## src/rtl/fma16_normround.sv

```systemverilog
`default_nettype none
// ============================================================================
// fma16_normround : fma16 normalise/round stage (LZC+shift, then round+pack)
// Option macro    : FMA16_SUBNORM_EN (gradual underflow; default flushes)
// Revision        : 1.0
// ============================================================================
module fma16_normround (
   input  logic        clk,
   input  logic        reset,
   input  logic        in_valid,
   output logic        in_ready,
   input  logic [33:0] Sm,
   input  logic [6:0]  Se,
   input  logic        Ss,
   input  logic        Sticky,
   input  logic [1:0]  roundmode,
   input  logic        Special,
   input  logic [15:0] SpecialRes,
   input  logic [3:0]  SpecialFlg,
   output logic        out_valid,
   input  logic        out_ready,
   output logic [15:0] result,
   output logic [3:0]  flags
);

   localparam logic [1:0] c_RNE = 2'b00;
   localparam logic [1:0] c_RZ  = 2'b01;
   localparam logic [1:0] c_RM  = 2'b10;
   localparam logic [1:0] c_RP  = 2'b11;

   logic        r1_valid, r2_valid;
   logic        w_adv;

   assign w_adv     = ~r2_valid | out_ready;
   assign in_ready  = ~r1_valid | w_adv;
   assign out_valid = r2_valid;

   // ---------------- S1: leading-one detect and normalise ----------------
   logic [5:0]  w_lead;
   logic [5:0]  w_shamt;
   logic [33:0] w_norm;
   logic [7:0]  w_exp1;
   logic        w_smzero;

   always_comb begin
      w_lead = 6'd0;
      for (int i = 0; i < 34; i++)
         if (Sm[i]) w_lead = 6'(i);
   end

   assign w_smzero = ~|Sm;
   assign w_shamt  = 6'd33 - w_lead;
   assign w_norm   = Sm << w_shamt;
   // Sticky-only sums get a hopelessly small exponent so they take the tiny path
   assign w_exp1   = w_smzero ? 8'h80
                              : ({Se[6], Se} + {2'b00, w_lead} - 8'd22);

   logic [11:0] r1_sig;
   logic        r1_stk;
   logic [7:0]  r1_exp;
   logic        r1_sign;
   logic        r1_zero;
   logic [1:0]  r1_rm;
   logic        r1_special;
   logic [15:0] r1_spres;
   logic [3:0]  r1_spflg;

   // ---------------- S2: round and pack ----------------
   logic        w_tiny;
   logic [10:0] w_sig;
   logic        w_g, w_s, w_lsb, w_up, w_inx, w_away, w_inf;
   logic [11:0] w_sum;
   logic [7:0]  w_exp_r;
   logic [15:0] w_res;
   logic [3:0]  w_flg;

   assign w_tiny = $signed(r1_exp) <= 8'sd0;

`ifdef FMA16_SUBNORM_EN
   logic [7:0]  w_dsh;
   logic [23:0] w_den;

   always_comb begin
      w_dsh = 8'd0;
      if (w_tiny)
         w_dsh = ((8'd1 - r1_exp) > 8'd12) ? 8'd12 : (8'd1 - r1_exp);
   end

   assign w_den = {r1_sig, 12'd0} >> w_dsh;
   assign w_sig = w_den[23:13];
   assign w_g   = w_den[12];
   assign w_s   = (|w_den[11:0]) | r1_stk;
`else
   assign w_sig = r1_sig[11:1];
   assign w_g   = r1_sig[0];
   assign w_s   = r1_stk;
`endif

   assign w_lsb = w_sig[0];
   assign w_inx = w_g | w_s;

   always_comb begin
      w_up = 1'b0;
      case (r1_rm)
         c_RNE:   w_up = w_g & (w_s | w_lsb);
         c_RZ:    w_up = 1'b0;
         c_RM:    w_up = r1_sign & w_inx;
         c_RP:    w_up = ~r1_sign & w_inx;
         default: w_up = 1'b0;
      endcase
   end

   assign w_sum   = {1'b0, w_sig} + {11'd0, w_up};
   // Integer part of the rounded significand is 1 or 2 (mantissa carry-out)
   assign w_exp_r = r1_exp - 8'd1 + {6'd0, w_sum[11:10]};
   assign w_away  = ((r1_rm == c_RM) & r1_sign) | ((r1_rm == c_RP) & ~r1_sign);
   assign w_inf   = (r1_rm == c_RNE) | w_away;

   always_comb begin
      w_res = {r1_sign, w_exp_r[4:0], w_sum[9:0]};
      w_flg = {3'b000, w_inx};
      if (r1_special) begin
         w_res = r1_spres;
         w_flg = r1_spflg;
      end else if (r1_zero) begin
         w_res = (r1_rm == c_RM) ? 16'h8000 : 16'h0000;
         w_flg = 4'b0000;
      end else if (w_tiny) begin
`ifdef FMA16_SUBNORM_EN
         w_res = {r1_sign, 4'b0000, w_sum[10:0]};
         w_flg = {2'b00, w_inx, w_inx};
`else
         w_res = {r1_sign, (w_away ? 15'h0400 : 15'h0000)};
         w_flg = 4'b0011;
`endif
      end else if ($signed(w_exp_r) >= 8'sd31) begin
         w_res = {r1_sign, (w_inf ? 15'h7C00 : 15'h7BFF)};
         w_flg = 4'b0101;
      end
   end

   // ---------------- pipeline registers ----------------
   always_ff @(posedge clk or posedge reset) begin
      if (reset) begin
         r1_valid   <= 1'b0;
         r2_valid   <= 1'b0;
         r1_sig     <= 12'd0;
         r1_stk     <= 1'b0;
         r1_exp     <= 8'd0;
         r1_sign    <= 1'b0;
         r1_zero    <= 1'b0;
         r1_rm      <= 2'b00;
         r1_special <= 1'b0;
         r1_spres   <= 16'h0000;
         r1_spflg   <= 4'h0;
         result     <= 16'h0000;
         flags      <= 4'h0;
      end else begin
         if (in_ready) begin
            r1_valid <= in_valid;
            if (in_valid) begin
               r1_sig     <= w_norm[33:22];
               r1_stk     <= (|w_norm[21:0]) | Sticky;
               r1_exp     <= w_exp1;
               r1_sign    <= Ss;
               r1_zero    <= w_smzero & ~Sticky;
               r1_rm      <= roundmode;
               r1_special <= Special;
               r1_spres   <= SpecialRes;
               r1_spflg   <= SpecialFlg;
            end
         end
         if (w_adv) begin
            r2_valid <= r1_valid;
            if (r1_valid) begin
               result <= w_res;
               flags  <= w_flg;
            end
         end
      end
   end

endmodule
`default_nettype wire

```

## config.mk

```make
export PLATFORM = sky130hd
export DESIGN_NAME = fma16_normround
export DESIGN_NICKNAME = d
export VERILOG_FILES = /design/src/rtl/fma16_normround.sv
export SDC_FILE = /design/constraint.sdc
export NUM_CORES = 1
export LEC_CHECK = 0
export CAP_MARGIN = 30
export CELL_PAD_IN_SITES_DETAIL_PLACEMENT = 2
export CELL_PAD_IN_SITES_GLOBAL_PLACEMENT = 2
export CORE_MARGIN = 2
export CORE_UTILIZATION = 35
export DETAILED_ROUTE_END_ITERATION = 8
export PLACE_DENSITY_LB_ADDON = 0.1
export SYNTH_ARGS = -nofsm -noshare
export SYNTH_HDL_FRONTEND = slang
export SYNTH_SLANG_ARGS = --single-unit
export TNS_END_PERCENT = 5
```

## constraint.sdc

```tcl
create_clock -name clk -period 14.7 [get_ports clk]
set_input_delay 2.94 -clock clk [delete_from_list [all_inputs] [get_ports clk]]
set_output_delay 2.94 -clock clk [all_outputs]
set_load 0.05 [all_outputs]
```

==> results of run 1 <==
## cell usage in the layout, fill, tap and decap left out, types with 7 or more instances in the layout
| cell | netlist | layout |
|---|---|---|
| and2_1 | 8 | 8 |
| mux4_2 | 14 | 14 |
| and3_1 | 8 | 8 |
| o21ai_1 | 7 | 7 |
| o31ai_1 | 7 | 7 |
| xnor2_1 | 9 | 9 |
| nor3_1 | 16 | 16 |
| xor2_1 | 9 | 9 |
| ha_1 | 26 | 26 |
| o21ai_0 | 45 | 45 |
| inv_1 | 40 | 39 |
| nand2b_1 | 13 | 13 |
| clkdlybuf4s50_1 | 0 | 91 |
| nor4_1 | 9 | 9 |
| buf_4 | 0 | 9 |
| nand2_1 | 156 | 156 |
| dfrtp_1 | 68 | 68 |
| o211ai_1 | 12 | 12 |
| a21oi_1 | 51 | 51 |
| mux2i_1 | 22 | 22 |
| a211oi_1 | 10 | 10 |
| a31oi_1 | 16 | 16 |
| a22oi_1 | 17 | 17 |
| nand3_1 | 22 | 22 |
| nor2_1 | 42 | 42 |
| clkbuf_16 | 0 | 9 |
## stage by stage
| stage | hold WS, ns | util, % |
|---|---|---|
| global route | 0.508 | 44.4 |
| detailed placement | 0.469 | 42.3 |
| finish | 0.484 | 44.4 |
| floorplan | 0.445 | - |
| CTS | 0.489 | 44.4 |
| global placement | 0.458 | 42.0 |
## worst max-delay path, stage by stage
cell and delay (ns):
clkdlybuf4s50_1 0.50, or2_2 0.40, inv_1 0.26, o311a_1 0.26, a21o_1 0.12, buf_4 0.36
inv_2 0.39, ha_1 0.67, inv_1 0.60, buf_8 0.26, nor3_1 0.08, nor4_1 0.58
nand2_1 0.13, a32o_1 0.29, a21o_1 0.16
## cells by family after synthesis
logic type | Yosys count
and+or+nand+nor | 305
AOI/OAI and AO/OA | 234
buffers and inverters | 90
DFF | 68
muxes | 42
adders and majority gates | 28
xor gates and xnor gates | 19
## worst min-delay path by stage
stage	cells after the start	slack (ns)	endpoint
final	2	0.48	result[9]
after floorplan	2	0.45	r1_spres[10]
after detailed placement	2	0.47	r1_spres[6]
after CTS	2	0.49	result[14]
after global routing	2	0.51	r1_spres[15]
after global placement	2	0.46	r1_spres[6]
## final cells by class
cell class | instances | share of cell area (%)
multi-input cells | 628 | 54.0
flip-flops and latches | 68 | 22.2
repair buffers | 104 | 13.4
well taps | 225 | 3.67
clock buffers | 12 | 3.34
inverters | 44 | 2.19
clock inverters | 4 | 1.24
## report_power, final
group          leakage [nW]  total [W]  internal [W]  switching [W]
Clock                 0.173   0.000254      0.000175      0.0000793
Sequential            0.845   0.000273      0.000233      0.0000392
Combinational          2.26   0.000501      0.000186       0.000315
Total                  3.28    0.00103      0.000594       0.000434
## metal layers
metal	share of wire [%]	wire (um)	up-vias
li1	-	-	3005
met1	42	10200	3156
met2	51	12300	162
met3	3.2	772	50
met4	3.9	945	0
met5	0	0	-
## state kept, by name, indices dropped and copies added (netlist names)
| signal | cells |
|---|---|
| r1_rm | 2 |
| r1_stk | 1 |
| r1_valid | 1 |
| r1_sig | 12 |
| r1_exp | 8 |
| r1_special | 1 |
| flags | 4 |
| r1_zero | 1 |
| r1_sign | 1 |
| r1_spflg | 4 |
| r1_spres | 16 |
| out_valid | 1 |
| result | 16 |
==> impl_metrics.csv, run 1 <==
group,metric,value,unit
status,status,"completed",
critical_path,r2r_end,"result[7]",
timing,slew_headroom,39.3,%
drt,postRouteAntennaNets,0,
yosys,synth.cell_area,6200,um2
clock_tree,numCtsBuffers,9,
yosys,synth_top_family_by_area,"compound AO/OA/AOI/OAI gates",
run,maxCapViolCount,0,
floorplan,coreArea,17300,um2
drt,drt-total-wl,24200,um
critical_path,start_kind,"input port",
layout,final_cell_count_no_fill,1085,
timing,setup_ws,6.89,ns
timing,post-route-period-util,53.1,%
clock_tree,clkSinkCount,68,
drt,vias,6373,
yosys,netlist_instances,786,
yosys,yosys.area_share.xor_xnor,2.80,%
layout,fin_nets,953,
global_route,track_usage,26.6,%
placed_design,dpl_worst_slack,6.61,ns
drt,vias_per_cell,5.87,
min_path,hp-class,"reg -> reg",
critical_path,end_kind,"flip-flop",
yosys,synth_ff_type,"dfrtp_1",
placed_design,gp_congestion,0.869,
clock_tree,htreeDepth,3,
critical_path,cp.arrival,8.03,ns
yosys,yosysUniqueCellTypes,76,
placed_design,dp.cells,1069,
power,power,0.00103,W
global_route,overflow,0,
yosys,synth_area_leaders,"dfrtp_1, nand2_1, ha_1",
drt,wl_per_cell,22.3,um
yosys,syn_area_per_cell,7.89,um2
placed_design,placed_area,7320,um2
clock_tree,cts_hold_buffers,0,
timing,fin_worst_skew,0.00503,ns
yosys,synth_mux_area_share,9.76,%
layout,nFillCells,1983,
timing,tightest_slew,0.911,ns
global_route,antenna_found_initial,1,
critical_path,critPathKind,"in -> reg",
min_path,hold_start,"result[9]",
global_route,grt-busiest-layer,"met2",
timing,maxSlewViolCount,0,
timing,report.final.hold_viol_count,0,
floorplan,die_y,137,um
layout,multiInputGateArea,4140,um2
global_route,grt_pass1_wl,38900,um
yosys,synth.top_cell.area_share,27.4,%
critical_path,crit_fanout,38,
layout,antennaDiodeCount,0,
yosys,synth_top_area_cell,"dfrtp_1",
clock_tree,cts_buffer_depth,2,
clock_tree,postCtsSetupBuffers,0,
floorplan,floorplan.initialDensity,35.9,%
power,leakage,3.28,nW
drt,drt_iter0_markers,267,
timing,rsz0062_at_grt,"false",
timing,setup_tns,0,ns
yosys,synth-seq-area-share,27.4,%
floorplan,fp-row-count,48,
global_route,grt_pass1_vias,7054,
critical_path,r2r_cells,25,
yosys,synthSimpleGateAreaFrac,22.8,%
timing,fmax,0.128,GHz
clock_tree,clk_pin_slew_worst_paths,0.06,ns
drt,drc,0,
global_route,met3_usage,2.70,%
critical_path,timing.critical_path.to,"r1_sig[3]",
global_route,grt_max_degree,69,
floorplan,ios,92,
clock_tree,cts_tree,"built",
critical_path,r2r_start,"r1_sign",
clock_tree,ctsResizeCount,0,
yosys,synth-compound-area-share,25.5,%
floorplan,die_width,137,um
floorplan,die_area,18800,um2
yosys,synth_edf_count,0,
critical_path,critPathLaunch,"Sm[33]",
timing,post-route-min-period,7.81,ns
clock_tree,cts-root-buf,"clkbuf_16",
placed_design,portBuffers,91,
clock_tree,clk_latency,0.33,ns
placed_design,dpl.hpwl,18500,um
global_route,met2_usage,48.2,%
yosys,yosysMostFrequentCell,"nand2_1",
layout,synthToLayoutAreaGrowth,23.7,%
yosys,synth_fp_nets,884,
yosys,synth_seq_cells,68,
timing,setup-violations-final,0,
yosys,synthArstFlopShare,100,%
layout,regArea,1700,um2
power,ir_drop,0.000103,V
layout,fin_area,7670,um2
global_route,met1_usage,31.7,%
power,powerDensity,134,nW/um2
layout,drive_above_1_share,7.56,%
critical_path,required,14.92,ns
yosys,synth_fa_ha_area_share,5.89,%
yosys,yosysWarnings,0,
critical_path,rrSetupSlack,8.92,ns
yosys,yosys-top-cells-count,"nand2_1, dfrtp_1, a21oi_1",
drt,drt_pre_antenna_iters,5,
Power figures use the tool's default switching activity.
==> inputs of run 2 (changes only) <==
CORE_UTILIZATION = 33   (was 35)
clock period = 7.2 ns   (was 14.7 ns; I/O delays follow)
==> impl_metrics.csv, run 2 (synthesis gave the netlist of run 1 again) <==
group,metric,value,unit
power,ir_drop,0.000120,V
timing,fmax,0.177,GHz
timing,post-route-period-util,78.7,%
critical_path,end_kind,"flip-flop",
layout,antennaDiodeCount,0,
drt,wl_per_cell,22.4,um
drt,drt_iter0_markers,220,
clock_tree,postCtsSetupBuffers,0,
min_path,hold_start,"result[7]",
power,powerDensity,260,nW/um2
global_route,met1_usage,30.9,%
global_route,grt_max_degree,69,
timing,fin_worst_skew,0.0122,ns
critical_path,critPathLaunch,"r1_sign",
min_path,min_delay_path_depth,2,
layout,synthToLayoutAreaGrowth,22.7,%
drt,drc,0,
clock_tree,clk_latency,0.33,ns
layout,final_cell_mix,"nand2_1, clkdlybuf4s50_1, dfrtp_1, a21oi_1, o21ai_0",
status,status,"completed",
timing,post-route-min-period,5.67,ns
placed_design,portBuffers,91,
critical_path,r2r_cells,25,
timing,rsz0062_at_grt,"false",
global_route,grt_pass1_wl,39100,um
critical_path,required,7.45,ns
run,maxCapViolCount,0,
timing,report.final.hold_viol_count,0,
timing,maxSlewViolCount,0,
layout,fin_nets,954,
clock_tree,cts_hold_buffers,0,
timing,tightest_slew,0.923,ns
power,p_sw_share,44.6,%
clock_tree,ctsResizeCount,0,
min_path,hp-class,"reg -> reg",
global_route,grt-busiest-layer,"met2",
power,pwr-share-clk,20.4,%
global_route,met3_usage,2.85,%
floorplan,ios,92,
drt,vias,6430,
timing,setup_tns,0,ns
power,p_int,0.00110,W
power,share_comb_of_total_power,51.8,%
drt,vias_per_cell,5.87,
layout,layout_commonest_cell,"nand2_1",
clock_tree,clk_pin_slew_worst_paths,0.06,ns
power,leakage,3.24,nW
critical_path,r2r_start,"r1_sign",
global_route,track_usage,24.7,%
floorplan,coreArea,18600,um2
floorplan,die_y,141,um
power,switchingPower,0.000882,W
drt,drt-total-wl,24500,um
critical_path,cp.arrival,5.91,ns
critical_path,crit_fanout,18,
critical_path,start_kind,"flip-flop",
drt,postRouteAntennaNets,0,
power,pwr-share-seq,27.8,%
global_route,antenna_found_initial,0,
clock_tree,htreeDepth,3,
clock_tree,cts_buffer_depth,2,
critical_path,critPathKind,"reg -> reg",
placed_design,dpl.hpwl,19200,um
placed_design,dp.cells,1079,
global_route,grt_pass1_vias,6979,
timing,slew_headroom,36.9,%
timing,holdWs,0.483,ns
clock_tree,cts_tree,"built",
layout,drive_above_1_share,7.67,%
clock_tree,clkSinkCount,68,
global_route,met2_usage,43.8,%
floorplan,die_width,141,um
clock_tree,numCtsBuffers,9,
floorplan,floorplan.initialDensity,33.4,%
timing,setup-violations-final,0,
clock_tree,cts-root-buf,"clkbuf_16",
floorplan,fp-row-count,50,
global_route,overflow,0,
layout,final_cell_count_no_fill,1095,
placed_design,gp_congestion,0.905,
floorplan,die_area,19900,um2
layout,top_regs,"r1_spres: 16 flops, result: 16 flops, r1_sig: 12 flops",
drt,drt_pre_antenna_iters,4,
==> run 2: area by class of cell <==
cell class,count,area [um2]
clock buffers,12,246
repair buffers,105,1040
flip-flops and latches,68,1700
fillers,2154,11000
inverters,44,168
multi-input cells,628,4140
well taps,234,293
clock inverters,4,25.0
==> run 2: path summary, 6_finish.rpt <==
| kind | to | slack, ns |
|---|---|---|
| max | result[0] | 1.53 |
| min | result[7] | 0.48 |
| max reg2reg | result[0] | 1.53 |
| min reg2reg | result[7] | 0.48 |
| max in group asynchronous | r1_exp[0] | 4.91 |
| min in group asynchronous | result[14] | 1.70 |
==> run 2: metal layers <==
metal	share of wire, %	wire length (um)
met4	3.1	757
met3	3.8	933
met2	50	12200
met1	44	10700
met5	0	0
==> run 2: critical path, cell delays in order, from the launching register on <==
cell,delay (ns)
dfrtp_1,0.43
nand2b_1,0.18
xnor2_1,0.27
nor3_1,0.10
ha_1,0.24
ha_1,0.22
and3_1,0.21
and3_1,0.21
and2_1,0.18
nand2_1,0.10
xor2_1,0.16
ha_1,0.16
inv_1,0.04
ha_1,0.20
fa_1,0.42
nor2b_1,0.15
o21ai_0,0.26
a21oi_1,0.13
o21a_1,0.19
or3_1,0.30
o211ai_1,0.09
buf_4,0.26
nor2_1,0.07
nor2_1,0.59
a22oi_1,0.21
o21ai_0,0.21
==> run 2: through the flow <==
stage	utilization [%]	cell area [um2]	setup slack [ns]	total power (W)
6_report	40.9	7610	1.53	0.00198
2_1_floorplan	-	6200	2.32	0.00121
4_1_cts	40.9	7610	1.47	0.00200
3_5_place_dp	39.5	7340	1.51	0.00159
3_3_place_gp	39.3	7310	1.67	0.00154
5_1_grt	40.9	7610	1.03	0.00211
==> run 2: power by group through the flow <==
stage | registers [W] | logic, W | clock network, W
final | 0.000550 | 0.00102 | 0.000405
after global routing | 0.000565 | 0.00112 | 0.000429
after CTS | 0.000553 | 0.00103 | 0.000413
after detailed placement | 0.000559 | 0.00103 | 0
after global placement | 0.000551 | 0.000987 | 0
after floorplan | 0.000702 | 0.000511 | 0
